==> config.mk <==
export PLATFORM = sky130hd
export DESIGN_NAME = counter_sequencer
export DESIGN_NICKNAME = d
export VERILOG_FILES = /design/src/rtl/counter_seq_pkg.sv /design/src/rtl/jk_count_core.sv /design/src/rtl/counter_sequencer.sv
export SDC_FILE = /design/constraint.sdc
export NUM_CORES = 1
export LEC_CHECK = 0
export ABC_AREA = 1
export ABC_CLOCK_PERIOD_IN_PS = 3500
export BUFFER_PORTS_ARGS = -buffer_cell sky130_fd_sc_hd__buf_2
export CAP_MARGIN = 10
export CORE_AREA = 2 2 39 41
export DETAILED_ROUTE_END_ITERATION = 12
export DIE_AREA = 0 0 41 43
export GPL_TIMING_DRIVEN = 1
export HOLD_SLACK_MARGIN = 0.03
export PLACE_DENSITY = 0.69
export SYNTH_ARGS = -nofsm -noshare
export SYNTH_HDL_FRONTEND = slang
export SYNTH_SLANG_ARGS = --single-unit
==> constraint.sdc <==
create_clock -name clk -period 3.5 [get_ports clk]
set_input_delay 0.7 -clock clk [delete_from_list [all_inputs] [get_ports clk]]
set_output_delay 0.7 -clock clk [all_outputs]
set_load 0.01 [all_outputs]
==> src/rtl/counter_seq_pkg.sv <==
// Shared definitions for the counter sequencer: FSM state encoding and
// the all-ones source used for the count wrap compare.
package counter_seq_pkg;

    typedef enum logic [1:0] {
        ST_IDLE = 2'b00,
        ST_RUN  = 2'b01,
        ST_DONE = 2'b10
    } state_t;

    // Default geometry of the sequenced counter.
    localparam int unsigned DEF_WIDTH = 2;
    localparam int unsigned DEF_RUN_W = 4;

    // Sliced down to WIDTH bits to form the all-ones count value.
    localparam logic [31:0] ALL_ONES = '1;

endpackage

==> src/rtl/jk_count_core.sv <==
// WIDTH-bit up counter built from JK flops with a toggle chain (J=K=T).
// Ports: clk, rst (async, active-high), en (count), clr (sync, wins), q.
module jk_count_core
    import counter_seq_pkg::*;
#(
    parameter int unsigned WIDTH = DEF_WIDTH
) (
    input  logic             clk,
    input  logic             rst,
    input  logic             en,
    input  logic             clr,
    output logic [WIDTH-1:0] q
);

    logic [WIDTH-1:0] q_q;
    logic [WIDTH-1:0] t;

    // Bit i toggles when enabled and every lower bit is one.
    always_comb begin
        t    = '0;
        t[0] = en;
        for (int i = 1; i < WIDTH; i++) begin
            t[i] = t[i-1] & q_q[i-1];
        end
    end

    always_ff @(posedge clk or posedge rst) begin
        if (rst) begin
            q_q <= '0;
        end else if (clr) begin
            q_q <= '0;
        end else begin
            for (int i = 0; i < WIDTH; i++) begin
                // JK characteristic equation with J = K = t[i].
                q_q[i] <= (t[i] & ~q_q[i]) | (~t[i] & q_q[i]);
            end
        end
    end

    assign q = q_q;

endmodule

==> src/rtl/counter_sequencer.sv <==
// Start/busy/done sequencer running a JK toggle counter for run_len steps.
// Ports: clk, rst, start, run_len, clr, [pause], count, busy, done, wrap.
// Optional pause input when COUNTER_SEQ_PAUSE_EN is defined.
module counter_sequencer
    import counter_seq_pkg::*;
#(
    parameter int unsigned WIDTH = DEF_WIDTH,
    parameter int unsigned RUN_W = DEF_RUN_W
) (
    input  logic             clk,
    input  logic             rst,
    input  logic             start,
    input  logic [RUN_W-1:0] run_len,
    input  logic             clr,
`ifdef COUNTER_SEQ_PAUSE_EN
    input  logic             pause,
`endif
    output logic [WIDTH-1:0] count,
    output logic             busy,
    output logic             done,
    output logic             wrap
);

    localparam logic [WIDTH-1:0] CNT_MAX = ALL_ONES[WIDTH-1:0];

    state_t           state_q;
    logic [RUN_W-1:0] remaining_q;
    logic             busy_q;
    logic             done_q;
    logic             wrap_q;
    logic             stall;
    logic             cnt_en;
    logic             cnt_clr;

`ifdef COUNTER_SEQ_PAUSE_EN
    assign stall = pause;
`else
    assign stall = 1'b0;
`endif

    assign cnt_en  = (state_q == ST_RUN) & ~stall;
    // clr and increments never overlap: clr only in IDLE, counting only in RUN.
    assign cnt_clr = (state_q == ST_IDLE) & clr;

    jk_count_core #(
        .WIDTH (WIDTH)
    ) u_core (
        .clk (clk),
        .rst (rst),
        .en  (cnt_en),
        .clr (cnt_clr),
        .q   (count)
    );

    always_ff @(posedge clk or posedge rst) begin
        if (rst) begin
            state_q     <= ST_IDLE;
            remaining_q <= '0;
            busy_q      <= 1'b0;
            done_q      <= 1'b0;
            wrap_q      <= 1'b0;
        end else begin
            wrap_q <= cnt_en & (count == CNT_MAX);
            unique case (state_q)
                ST_IDLE: begin
                    if (start && (run_len != '0)) begin
                        state_q     <= ST_RUN;
                        remaining_q <= run_len;
                        busy_q      <= 1'b1;
                    end else if (start) begin
                        state_q <= ST_DONE;
                        done_q  <= 1'b1;
                    end
                end
                ST_RUN: begin
                    if (!stall) begin
                        remaining_q <= remaining_q - 1'b1;
                        if (remaining_q == RUN_W'(1)) begin
                            state_q <= ST_DONE;
                            busy_q  <= 1'b0;
                            done_q  <= 1'b1;
                        end
                    end
                end
                ST_DONE: begin
                    state_q <= ST_IDLE;
                    done_q  <= 1'b0;
                end
                default: begin
                    state_q     <= ST_IDLE;
                    remaining_q <= '0;
                    busy_q      <= 1'b0;
                    done_q      <= 1'b0;
                end
            endcase
        end
    end

    assign busy = busy_q;
    assign done = done_q;
    assign wrap = wrap_q;

endmodule

==> reports/qor.yml <==
power.leakage_nw: 0.401
pre_cts_slack_ns: 2.03
finalSetupViolCount: 0
die-height_um: 43
cts_buffer_depth: 2
drv_slew: 0
rsz0062_at_grt: "no"
vias: 529
row_count: 14
min_period_ns: 1.52
synth_fa_ha_area_frac: 0.0621
grt_max_degree: 12
root_buffer: "clkbuf_4"
p_sw_frac: 0.437
fin_area_um2: 711
dp_cells: 106
synthDistinctLibCells: 15
first_global_vias: 475
overflow: 0
syn-cell-area_um2: 604
start_util: 0.437
path_buf_inv: 1
die_area_um2: 1760
htree_levels: 1
maxCapViolations: 0
numCtsBuffers: 3
pin_count: 13
fin_crit_sh: 0.433
synthSimpleGateAreaFrac: 0.331
fin_cells: 110
p_int_mw: 0.346
max_stage_delay_ns: 0.40
post-route-util: 0.514
p_switching_mw: 0.269
detail_route.drc_violations: 0
path_max_fanout: 3
synth_top_family_by_area: "simple AND/OR/NAND/NOR gates"
mostFrequentLayoutCells: "nand2_1, buf_2, dfrtp_1, nand3_1, inv_1"
relSlewSlack: 0.723
synth_xor_xnor_area_share: 0.0145
syn_inst: 78
clock_skew_ns: 0.00141
antenna_found_initial: 0
arrival_ns: 0.82
seqPwrFrac: 0.384
critPathRequiredTime_ns: 2.80
dp_hpwl_um: 898
routed_wl_mm: 1.12
wl_per_cell_um: 10.2
cts_hold_buf: 0
synthMuxAreaShare: 0
hold_viol: 0
fmax_mhz: 660
drt_iter0_markers: 12
syn-mean-instance-area_um2: 7.75
gp_congestion: 0.811
synth_nets: 89
synth_seq_cells: 11
critPathTopFamily: "flip-flops"
synth_area_leaders: "dfrtp_1, nand2_1, nand3_1, ha_1, inv_1"
combPwrFrac: 0.478
setup_slack_ns: 1.98
clk_latency_ns: 0.27
io_buffers: 12
status: "finished clean"
drtAntennaViolNets: 0
nets: 106
power.total_mw: 0.615
ys_seq_area_frac: 0.455
cts_tree: "done"
synth_top_area_frac: 0.455
yosys_warnings: 0
postPlaceCellArea_um2: 684
yosysTopAreaCell: "dfrtp_1"
grt_pass1_wl_mm: 1.90
drive_gt1_frac: 0.223
cts.sinks: 11
critPathCaptureType: "primary output"
first_pass_iters: 4
via_per_inst: 4.81
syn2layout_area_growth_pct: 17.6
worst_hold_slack_ns: 0.407
core_um2: 1380
cts-resized-gates: 0
cts_post_setup_buffers_inserted: 0
worst_pin_slew_ns: 0.415
num_antenna_cells: 0
clk_pin_slew_ns: 0.06
vdd_drop_max_mv: 0.389
path_cells: "buf_2"
synth_compound_area_frac: 0.0683
startpoint_type: "register"
grtUsageTotal: 0.170
path_class: "reg -> out"
p_per_area_nw_per_um2: 865
hp-class: "in -> async"
fp.dieW_um: 41
slowest_stage: "dfrtp_1"
pwr-share-clk: 0.138
final_common_cell: "nand2_1"
fillCellCount: 138
tns_ns: 0
## area by class of cell
cell class                 instances  area (µm²)  area share
clock buffer                       4        26.3      0.0370
inverter                          11        41.3      0.0581
multi-input combinational         56         288       0.405
sequential                        11         275       0.387
tap                               16        20.0      0.0282
timing repair buffer              12        60.1      0.0845
## sequential cells by signal, indices dropped and copies added, names as in the netlist
name         cells
busy             1
done             1
remaining_q      4
state_q          2
u_core.q         2
wrap             1
## worst paths after layout
kind,endpoint,slack (ns),depth (start not counted),from
max,count[1],1.98,1,u_core.q[1]
min,remaining_q[1],0.41,2,rst
max reg2reg,remaining_q[2],2.18,7,remaining_q[0]
min reg2reg,done,0.48,2,done
max in group asynchronous,busy,2.80,2,rst
min in group clk,done,0.48,2,done
## cell usage after synthesis
cell and number:
or2_2 1, nand2_1 27, o21ai_2 1, o21ai_1 2, inv_2 2, nand3_1 9, dfrtp_1 11, nand4_1 1
inv_1 9, a21boi_0 1, a21oi_1 3, ha_1 3, nor2_1 5, xnor2_1 1, nor2_4 2
## cells by family after synthesis
family / count (synthesis)
DFF: 11
and+or+nand+nor: 45
AOI/OAI and AO/OA: 7
xor gates and xnor gates: 1
buffers and inverters: 11
adders and majority gates: 3
## power by group through the flow
| stage | clock network [mW] | registers, mW | logic, mW |
|---|---|---|---|
| after floorplan | 0 | 0.241 | 0.216 |
| after global routing | 0.100 | 0.243 | 0.342 |
| final | 0.0850 | 0.236 | 0.294 |
| after detailed placement | 0 | 0.238 | 0.299 |
| after CTS | 0.0888 | 0.237 | 0.300 |
| after global placement | 0 | 0.237 | 0.297 |
## routing by layer
metal	wire length, µm	track usage	vias to the layer above
met5	0	0	-
met4	52	0.140	0
met3	66	0.0471	5
met2	485	0.234	13
met1	513	0.209	230
li1	-	-	281
Note: power is estimated with default switching activity, not from simulation.
